==> src/rtl/divider_arbiter_if.sv <==
`default_nettype none
// ============================================================================
// Module   : divider_arbiter_if
// Brief    : Requester-side bus of the divider arbiter: per-requester request
//            levels with packed operands, and the shared response signals.
// Revision : 1.0 - initial release
// ============================================================================
interface divider_arbiter_if #(
  parameter int N_REQ = 2,
  parameter int DW    = 32,
  parameter int QW    = 24
);
  logic [N_REQ-1:0]    req_i;
  logic [N_REQ*DW-1:0] dividend_i;
  logic [N_REQ*DW-1:0] divisor_i;
  logic [N_REQ-1:0]    ack_o;
  logic [N_REQ-1:0]    done_o;
  logic [QW-1:0]       quotient_o;
  logic                err_o;

  // Requesters drive requests/operands and observe the responses.
  modport master (
    output req_i, dividend_i, divisor_i,
    input  ack_o, done_o, quotient_o, err_o
  );

  // The arbiter observes requests/operands and drives the responses.
  modport slave (
    input  req_i, dividend_i, divisor_i,
    output ack_o, done_o, quotient_o, err_o
  );
endinterface
`default_nettype wire

==> src/rtl/divider_arbiter.sv <==
`default_nettype none
// ============================================================================
// Module   : divider_arbiter
// Brief    : Round-robin arbiter/sequencer sharing one iterative divider
//            between N_REQ requesters, with local divide-by-zero trap and a
//            watchdog on the divider's done pulse.
// Revision : 1.0 - initial release
// ============================================================================
module divider_arbiter #(
  parameter int N_REQ   = 2,
  parameter int DW      = 32,
  parameter int QW      = 24,
  parameter int TIMEOUT = 64
) (
  input  logic             clk_i,
  input  logic             reset_ni,
  divider_arbiter_if.slave req_if,
  output logic             busy_o,
  output logic             div_start_o,
  output logic [DW-1:0]    div_dividend_o,
  output logic [DW-1:0]    div_divisor_o,
  input  logic [QW-1:0]    div_quotient_i,
  input  logic             div_done_i
);

  localparam int OWNER_W = (N_REQ > 1) ? $clog2(N_REQ) : 1;
  localparam int WDOG_W  = $clog2(TIMEOUT + 1);

  typedef enum logic [1:0] {
    S_IDLE  = 2'd0,
    S_START = 2'd1,
    S_WAIT  = 2'd2,
    S_RESP  = 2'd3
  } state_t;

  state_t             state_q, state_d;
  logic [OWNER_W-1:0] owner_q, owner_d;
  logic [OWNER_W-1:0] last_q, last_d;
  logic [DW-1:0]      dividend_q, dividend_d;
  logic [DW-1:0]      divisor_q, divisor_d;
  logic               zero_q, zero_d;
  logic [WDOG_W-1:0]  wdog_q, wdog_d;
  logic [QW-1:0]      quotient_q, quotient_d;
  logic               err_q, err_d;

  logic [N_REQ-1:0]   ack;
  logic [N_REQ-1:0]   done;
  logic               start;

  logic [DW-1:0]      dividend_arr [N_REQ];
  logic [DW-1:0]      divisor_arr  [N_REQ];

  logic               hi_found, lo_found;
  logic [OWNER_W-1:0] hi_idx, lo_idx;
  logic [OWNER_W-1:0] grant_idx;
  logic               any_req;

  // Unpack the flat operand buses into per-requester arrays.
  for (genvar k = 0; k < N_REQ; k++) begin : g_unpack
    assign dividend_arr[k] = req_if.dividend_i[k*DW +: DW];
    assign divisor_arr[k]  = req_if.divisor_i[k*DW +: DW];
  end

  // Round-robin pick: lowest requester above `last`, else lowest at/below it.
  always_comb begin
    hi_found = 1'b0;
    lo_found = 1'b0;
    hi_idx   = '0;
    lo_idx   = '0;
    for (int k = 0; k < N_REQ; k++) begin
      if (req_if.req_i[k]) begin
        if (OWNER_W'(k) > last_q) begin
          if (!hi_found) begin
            hi_found = 1'b1;
            hi_idx   = OWNER_W'(k);
          end
        end else if (!lo_found) begin
          lo_found = 1'b1;
          lo_idx   = OWNER_W'(k);
        end
      end
    end
    grant_idx = hi_found ? hi_idx : lo_idx;
    any_req   = |req_if.req_i;
  end

  // Next-state logic and Moore output decode.
  always_comb begin
    state_d    = state_q;
    owner_d    = owner_q;
    last_d     = last_q;
    dividend_d = dividend_q;
    divisor_d  = divisor_q;
    zero_d     = zero_q;
    wdog_d     = wdog_q;
    quotient_d = quotient_q;
    err_d      = err_q;
    ack        = '0;
    done       = '0;
    start      = 1'b0;

    case (state_q)
      S_IDLE: begin
        if (any_req) begin
          owner_d    = grant_idx;
          last_d     = grant_idx;
          dividend_d = dividend_arr[grant_idx];
          divisor_d  = divisor_arr[grant_idx];
          zero_d     = (divisor_arr[grant_idx] == '0);
          state_d    = S_START;
        end
      end
      S_START: begin
        ack[owner_q] = 1'b1;
        start        = !zero_q;
        if (zero_q) begin
          // Zero divisor never reaches the divider; answer with saturation.
          quotient_d = '1;
          err_d      = 1'b1;
          state_d    = S_RESP;
        end else begin
          wdog_d  = '0;
          state_d = S_WAIT;
        end
      end
      S_WAIT: begin
        wdog_d = wdog_q + WDOG_W'(1);
        // A done landing on the last watchdog cycle still counts as success.
        if (div_done_i) begin
          quotient_d = div_quotient_i;
          err_d      = 1'b0;
          state_d    = S_RESP;
        end else if (wdog_q == WDOG_W'(TIMEOUT - 1)) begin
          quotient_d = '1;
          err_d      = 1'b1;
          state_d    = S_RESP;
        end
      end
      S_RESP: begin
        done[owner_q] = 1'b1;
        state_d       = S_IDLE;
      end
      default: state_d = S_IDLE;
    endcase
  end

  // State and datapath registers; reset aborts any operation silently.
  always_ff @(posedge clk_i or negedge reset_ni) begin
    if (!reset_ni) begin
      state_q    <= S_IDLE;
      owner_q    <= '0;
      last_q     <= OWNER_W'(N_REQ - 1);
      dividend_q <= '0;
      divisor_q  <= '0;
      zero_q     <= 1'b0;
      wdog_q     <= '0;
      quotient_q <= '0;
      err_q      <= 1'b0;
    end else begin
      state_q    <= state_d;
      owner_q    <= owner_d;
      last_q     <= last_d;
      dividend_q <= dividend_d;
      divisor_q  <= divisor_d;
      zero_q     <= zero_d;
      wdog_q     <= wdog_d;
      quotient_q <= quotient_d;
      err_q      <= err_d;
    end
  end

  assign req_if.ack_o      = ack;
  assign req_if.done_o     = done;
  assign req_if.quotient_o = quotient_q;
  assign req_if.err_o      = err_q;
  assign busy_o            = (state_q != S_IDLE);
  assign div_start_o       = start;
  assign div_dividend_o    = dividend_q;
  assign div_divisor_o     = divisor_q;

endmodule
`default_nettype wire

==> src/flat_wrapper.sv <==
// flat-port wrapper written by rule: the top's interface ports become plain ports
module divider_arbiter_flat 
#(
  parameter int N_REQ   = 2,
  parameter int DW      = 32,
  parameter int QW      = 24,
  parameter int TIMEOUT = 64
)
  (clk_i, reset_ni, busy_o, div_start_o, div_dividend_o, div_divisor_o, div_quotient_i, div_done_i, req_if_req_i, req_if_dividend_i, req_if_divisor_i, req_if_ack_o, req_if_done_o, req_if_quotient_o, req_if_err_o);
  divider_arbiter_if #(.N_REQ(N_REQ), .DW(DW), .QW(QW)) req_if_i ();
  input  logic clk_i;
  input  logic reset_ni;
  output logic busy_o;
  output logic div_start_o;
  output logic [DW-1:0] div_dividend_o;
  output logic [DW-1:0] div_divisor_o;
  input  logic [QW-1:0] div_quotient_i;
  input  logic div_done_i;
  input wire logic [$bits(req_if_i.req_i)-1:0] req_if_req_i;
  input wire logic [$bits(req_if_i.dividend_i)-1:0] req_if_dividend_i;
  input wire logic [$bits(req_if_i.divisor_i)-1:0] req_if_divisor_i;
  output wire logic [$bits(req_if_i.ack_o)-1:0] req_if_ack_o;
  output wire logic [$bits(req_if_i.done_o)-1:0] req_if_done_o;
  output wire logic [$bits(req_if_i.quotient_o)-1:0] req_if_quotient_o;
  output wire logic [$bits(req_if_i.err_o)-1:0] req_if_err_o;
  assign req_if_i.req_i = req_if_req_i;
  assign req_if_i.dividend_i = req_if_dividend_i;
  assign req_if_i.divisor_i = req_if_divisor_i;
  assign req_if_ack_o = req_if_i.ack_o;
  assign req_if_done_o = req_if_i.done_o;
  assign req_if_quotient_o = req_if_i.quotient_o;
  assign req_if_err_o = req_if_i.err_o;
  divider_arbiter #(.N_REQ(N_REQ), .DW(DW), .QW(QW), .TIMEOUT(TIMEOUT)) u_core (.clk_i(clk_i), .reset_ni(reset_ni), .req_if(req_if_i), .busy_o(busy_o), .div_start_o(div_start_o), .div_dividend_o(div_dividend_o), .div_divisor_o(div_divisor_o), .div_quotient_i(div_quotient_i), .div_done_i(div_done_i));
endmodule
==> config.mk <==
export PLATFORM = sky130hd
export DESIGN_NAME = divider_arbiter_flat
export DESIGN_NICKNAME = d
export VERILOG_FILES = /design/src/rtl/divider_arbiter_if.sv /design/src/rtl/divider_arbiter.sv /design/src/flat_wrapper.sv
export SDC_FILE = /design/constraint.sdc
export NUM_CORES = 1
export LEC_CHECK = 0
export ABC_AREA = 1
export CORE_MARGIN = 2
export CORE_UTILIZATION = 40
export DETAILED_ROUTE_END_ITERATION = 8
export PLACE_DENSITY = 0.81
export SLEW_MARGIN = 10
export SYNTH_ARGS = -nofsm -noshare
export SYNTH_HDL_FRONTEND = slang
export SYNTH_SLANG_ARGS = --single-unit
==> constraint.sdc <==
create_clock -name clk_i -period 3.4 [get_ports clk_i]
set_input_delay 0.34 -clock clk_i [delete_from_list [all_inputs] [get_ports clk_i]]
set_output_delay 0.34 -clock clk_i [all_outputs]
set_load 0.01 [all_outputs]
======== Yosys cells after proc, flatten, opt, wreduce, memory -nomap -nowiden ========
Index checks and enable logic that the tools add are counted.
cells by class
  add/sub/neg operators ................... 1
  magnitude comparators ................... 5
  eq/ne operators ......................... 8
  multiplexer cells ....................... 39
  bitwise gates (word level) .............. 1
  reduce and logical (&&, ||, !) cells .... 11
operators by type and width
  kind                                                                     count
  32-bit 2-to-1 mux                                                        6
  24-bit 2-to-1 mux                                                        3
  24-bit case mux with 2 select lines                                      1
  32-bit zero test                                                         1
  1-bit 2-to-1 mux                                                         19
  7-bit case mux with 2 select lines                                       1
  2-bit 2-to-1 mux                                                         5
  2-bit case mux with 4 select lines                                       1
  7-bit by 1-bit adder with 7-bit output, second input constant            1
  7-bit by 6-bit == test with 1-bit output, second input constant          1
  7-bit 2-to-1 mux                                                         1
  2-bit AND reduction                                                      3
  2-bit == test, second input constant                                     2
  2-bit by 1-bit inequality test with 1-bit output, second input constant  2
  2-bit nonzero test                                                       2
  3-bit by 2-bit inequality test with 1-bit output, second input constant  1
  3-bit AND reduction                                                      1
  2-bit by 1-bit == test with 1-bit output, second input constant          1
  2-bit greater-or-equal comparator, second input constant                 1
  1-bit greater-than comparator, first input constant                      2
  2-bit zero test                                                          1
  1-bit by 2-bit < comparator with 1-bit output, second input constant     1
  2-bit inequality test, second input constant                             1
  1-bit inverter with 2-bit output                                         1
  6 further kinds                                                          6
storage, ports and cells
  flip-flop bits (word level) ............. 101
  input bits .............................. 157
  output and inout bits ................... 95
  logic and storage cells ................. 74

======== Depth between registers and ports, before layout ========
  word-level depth ........................ 12
  gate-level depth with buffers ........... 11
  gate-level depth less buffers ........... 10

======== Worst setup path before layout ========
Ideal clock, no wire load.
  path kind ............................... register to register
  start point ............................. register u_core.state_q[1]
  end point ............................... register u_core.wdog_q[5]
  library setup time ...................... 0.126 ns
  data arrival time ....................... 1.438 ns
  required time ........................... 3.274 ns
  path slack .............................. 1.837 ns
  cell stages (with the launch flop) ...... 11
  buffers on the path ..................... 0
  period minus slack after synthesis ...... 1.563 ns
  path through ............................ dfrtp_1 -> inv_1 -> ha_1 -> inv_1 -> or2_1 -> nand2_2 -> inv_1 -> nor2_2 -> nand2_1 -> xor2_1 -> nor2_1
on the way
  word-level cells in the longest chain between the ends .. 3
  elaborated cells on any way between the ends .. 6
  classes of those cells .................. eq/ne (3); mux (1); reduce/logical (2)
ends and longest elaborated chain
  item                                                                              RTL line                text
  start, declared                                                                   divider_arbiter.sv:36   state_t state_q, state_d;
  start signal, assigned                                                            divider_arbiter.sv:160  state_q <= state_d;
  2-bit by 1-bit == test with 1-bit output / 2-bit == test (equally long branches)  divider_arbiter.sv:102  case (state_q)
  2-bit inequality test (no line) / 2-bit nonzero test (equally long branches)      n/a
  2-bit AND reduction (no line)                                                     n/a
  end signal, assigned                                                              divider_arbiter.sv:166  wdog_q <= wdog_d;
  end, declared                                                                     divider_arbiter.sv:42   logic [WDOG_W-1:0] wdog_q, wdog_d;
Several ways; a longest one is shown, not always the timed one.
A chain may end at the register's enable or synchronous reset.

======== Worst setup path in the final report ========
  start point ............................. register u_core.state_q[1]
  end point ............................... output div_start_o
on the way
  word-level cells in the longest chain between the ends .. 2
ends and longest elaborated chain
  item                                      RTL line                text
  2-bit by 1-bit == test with 1-bit output  divider_arbiter.sv:102
  1-bit 2-to-1 mux                          divider_arbiter.sv:102
  end, declared                             flat_wrapper.sv:14      output logic div_start_o;
Every way passes these cells.

==> load_flow_metrics.sql <==
INSERT INTO impl_metrics (metric_group, metric, value, unit) VALUES
('job', 'drv_cap', '0', ''),
('sta', 'setup_ws', '0.988', 'ns'),
('sta', 'final-hold-violation-count', '0', ''),
('yosys', 'synth_compound_area_share', '14.1', '%'),
('cts', 'clkTransAtPathRegs', '0.07', 'ns'),
('sta', 'finalCritPeriodShare', '70.9', '%'),
('routing', 'number_of_drc_markers_in_iteration_0', '260', ''),
('power', 'power_frac_seq', '33.8', '%'),
('placement', 'place_worst_setup_slack', '0.881', 'ns'),
('yosys', 'yosys_register_bits', '101', ''),
('cts', 'cts_repair_resize_count', '0', ''),
('routing', 'firstDrtPassIters', '5', ''),
('routing', 'finalWirelength', '15.0', 'mm'),
('routing', 'dr_wl_met3', '1.30', 'mm'),
('worst_setup_path', 'worst_setup_path_start_kind', 'register', ''),
('power', 'leakage_power_of_the_design', '3.55', 'nW'),
('global_routing', 'grt_antenna_before_repair', '0', ''),
('placement', 'hpwl_reported_at_the_end_of_detailed_placement', '11.0', 'mm'),
('worst_setup_path', 'path_class', 'register to output port', ''),
('yosys', 'muxShareOfSynthArea', '0', '%'),
('worst_setup_path', 'critical_path.cell_chain', 'inv_1 > ha_1 > inv_1 > or2_1 > inv_1 > clkdlybuf4s50_1', ''),
('cts', 'clock-root-buffer', 'clkbuf_16', ''),
('yosys', 'seq_area_frac_synth', '51.7', '%'),
('cts', 'postCtsSetupBuffers', '0', ''),
('placement', 'place.port_buffers', '251', ''),
('routing', 'drcViolationCount', '0', ''),
('cts', 'cts-buffers-inserted', '9', ''),
('sta', 'grt_setup_unrepaired', 'no', ''),
('routing', 'wl_met2', '6.97', 'mm'),
('cts', 'tritoncts_num_sinks', '101', ''),
('routing', 'detail_route.wirelength.met1', '6.47', 'mm'),
('power', 'pwr-share-clk', '16.1', '%'),
('worst_setup_path', 'critical_path.reg2reg.startpoint', 'u_core.last_q$_DFFE_PN1P_', ''),
('die', 'dieArea', '13100', 'µm²'),
('yosys', 'synth_simple_gate_area_share', '25.9', '%'),
('yosys', 'main_combinational_cell_family_by_area_after_synthesis', 'simple AND/OR/NAND/NOR gates', ''),
('die', 'die_height', '115', 'µm'),
('sta', 'fin_max_slew_vios', '0', ''),
('cells_and_area', 'final_layout_size_suffix_gt1_share', '3.71', '%'),
('global_routing', 'grt_use_total', '22.8', '%'),
('power', 'ir_drop', '0.000368', 'V'),
('global_routing', 'grt_start_max_net_pins', '75', ''),
('yosys', 'synth_cell_type_count', '27', ''),
('sta', 'timing.final.setup_violations', '0', ''),
('cts', 'cts.htree.levels', '3', ''),
('cells_and_area', 'postLayoutCellArea', '7760', 'µm²'),
('global_routing', 'first_pass_grt_wire_length', '23.4', 'mm'),
('cells_and_area', 'antenna_cells', '0', ''),
('yosys', 'syn_area', '4890', 'µm²'),
('die', 'core_region_area', '12000', 'µm²'),
('run_status', 'status', 'completed', ''),
('cells_and_area', 'postLayoutCoreUtil', '64.9', '%'),
('sta', 'totalNegativeSetupSlack', '0', 'ns'),
('power', 'switching_power', '2.34', 'mW'),
('power', 'p_comb_share', '50.1', '%'),
('worst_setup_path', 'critical_path.most_common_cell', 'inv_1', ''),
('routing', 'post_drt_via_cell_ratio', '4.93', ''),
('yosys', 'synth_xor_xnor_area_share', '0.179', '%'),
('worst_setup_path', 'cp_max_fo', '5', ''),
('sta', 'fin_skew', '0.00841', 'ns'),
('sta', 'worst-slew-pin-transition', '0.959', 'ns'),
('power', 'power-per-cell-area', '816', 'nW/µm²'),
('yosys', 'synth_fp_nets', '786', ''),
('placement', 'post_dp_cell_area', '7470', 'µm²'),
('worst_setup_path', 'worstPathRequired', '3.06', 'ns'),
('cells_and_area', 'num-nets-final', '1020', ''),
('sta', 'slew_headroom', '36.1', '%'),
('global_routing', 'global_route.overflow_total', '0', ''),
('routing', 'routed_wire_length_per_instance', '14.9', 'µm'),
('routing', 'ant_nets', '0', ''),
('cells_and_area', 'area_growth', '58.7', '%');
==> power groups by stage <==
stage,Sequential [mW],Clock [mW],Combinational [mW]
2_1_floorplan,2.37,0,1.31
3_3_place_gp,2.15,0,3.15
3_5_place_dp,2.15,0,3.20
4_1_cts,2.14,1.04,3.20
5_1_grt,2.21,1.09,3.51
6_report,2.14,1.02,3.17
==> cell usage in the layout (no fill, tap or decap), types with 2 or more instances in the layout <==
cell,instances
nor2_1,94
dfrtp_1,100
a31oi_1,14
o21ai_0,64
buf_4,8
nor3_1,3
o21ai_1,44
nand2_2,2
inv_2,2
nand2_1,180
a21oi_1,8
clkinv_2,4
nand3b_1,17
clkbuf_16,9
inv_1,35
clkdlybuf4s50_1,250
nand3_1,10
ha_1,5
==> cell type report <==
class                      count  area [µm²]
clock buffer                  11         243
clock inverter                 5        50.0
fill                        1024        4200
inverter                      37         139
multi-input combinational    450        2030
sequential                   101        2530
tap                          147         184
timing repair buffer         259        2580
==> worst max-delay path: cells and delay by family, from the launching register on <==
family / cells / cell delay, ns
buf+inv: 4 / 0.84
flops: 1 / 0.41
simple gates: 1 / 0.28
fa+ha+maj: 1 / 0.21
==> synthesized netlist by cell type <==
cell / instances / area share [%]
ha_1: 5 / 1.3
nand4_1: 1 / 0.13
nor2_1: 94 / 7.2
o22ai_1: 1 / 0.13
xor2_1: 1 / 0.18
nor2_2: 2 / 0.26
inv_1: 35 / 2.7
dfrtp_1: 100 / 51
nor3_1: 3 / 0.31
o21bai_1: 1 / 0.15
or2_1: 1 / 0.13
buf_2: 18 / 1.8
nand2_2: 2 / 0.26
buf_4: 2 / 0.31
nor3b_1: 1 / 0.15
o21ai_1: 44 / 4.5
clkbuf_1: 12 / 0.92
a31oi_1: 14 / 1.8
inv_2: 2 / 0.15
nand3b_1: 17 / 2.6
o21ai_0: 64 / 6.5
dfstp_2: 1 / 0.54
nand3_1: 10 / 1.0
a21oi_1: 8 / 0.82
nand2_1: 180 / 14
o21ai_2: 1 / 0.18
buf_6: 4 / 0.92
==> kinds of logic after synthesis <==
kind of cell / Yosys count
and+or+nand+nor: 311
xor gates and xnor gates: 1
DFF: 101
buffers and inverters: 73
adders and majority gates: 5
AOI/OAI and AO/OA: 133
==> path summary, 6_finish.rpt <==
| path | to | slack [ns] | depth (start not counted) |
|---|---|---|---|
| worst min-delay path | u_core.req_if.quotient_o[10]$_DFFE_PN0P_ | 0.15 | 1 |
| worst max register to register | u_core.zero_q$_DFFE_PN0P_ | 1.13 | 12 |
| min in group clk_i | u_core.div_divisor_o[26]$_DFFE_PN0P_ | 0.48 | 2 |
| max in group asynchronous | u_core.div_divisor_o[8]$_DFFE_PN0P_ | 2.41 | 2 |
| worst max-delay path | div_start_o | 0.99 | 6 |
| worst min register to register | u_core.div_divisor_o[26]$_DFFE_PN0P_ | 0.48 | 2 |
==> flip-flops by register name (all words and copies together) (netlist names) <==
signal and flops:
u_core.div_dividend_o 32, u_core.zero_q 1, u_core.state_q 2, u_core.last_q 1, u_core.div_divisor_o 32, u_core.wdog_q 7
u_core.req_if.quotient_o 24, u_core.req_if.err_o 1, u_core.owner_q 1
==> per-layer routing <==
metal / track usage [%] / up-vias
met5: 0 / -
met4: 7.72 / 0
met3: 6.14 / 25
met2: 37.4 / 216
met1: 29.3 / 2262
li1: - / 2474
==> metrics by stage <==
stage | power (mW) | hold slack [ns]
2_1_floorplan | 3.68 | 0.0444
3_3_place_gp | 5.30 | 0.468
3_5_place_dp | 5.34 | 0.472
4_1_cts | 6.38 | 0.192
5_1_grt | 6.81 | 0.222
6_report | 6.33 | 0.149
No activity file was read; power rests on OpenSTA's default activity.
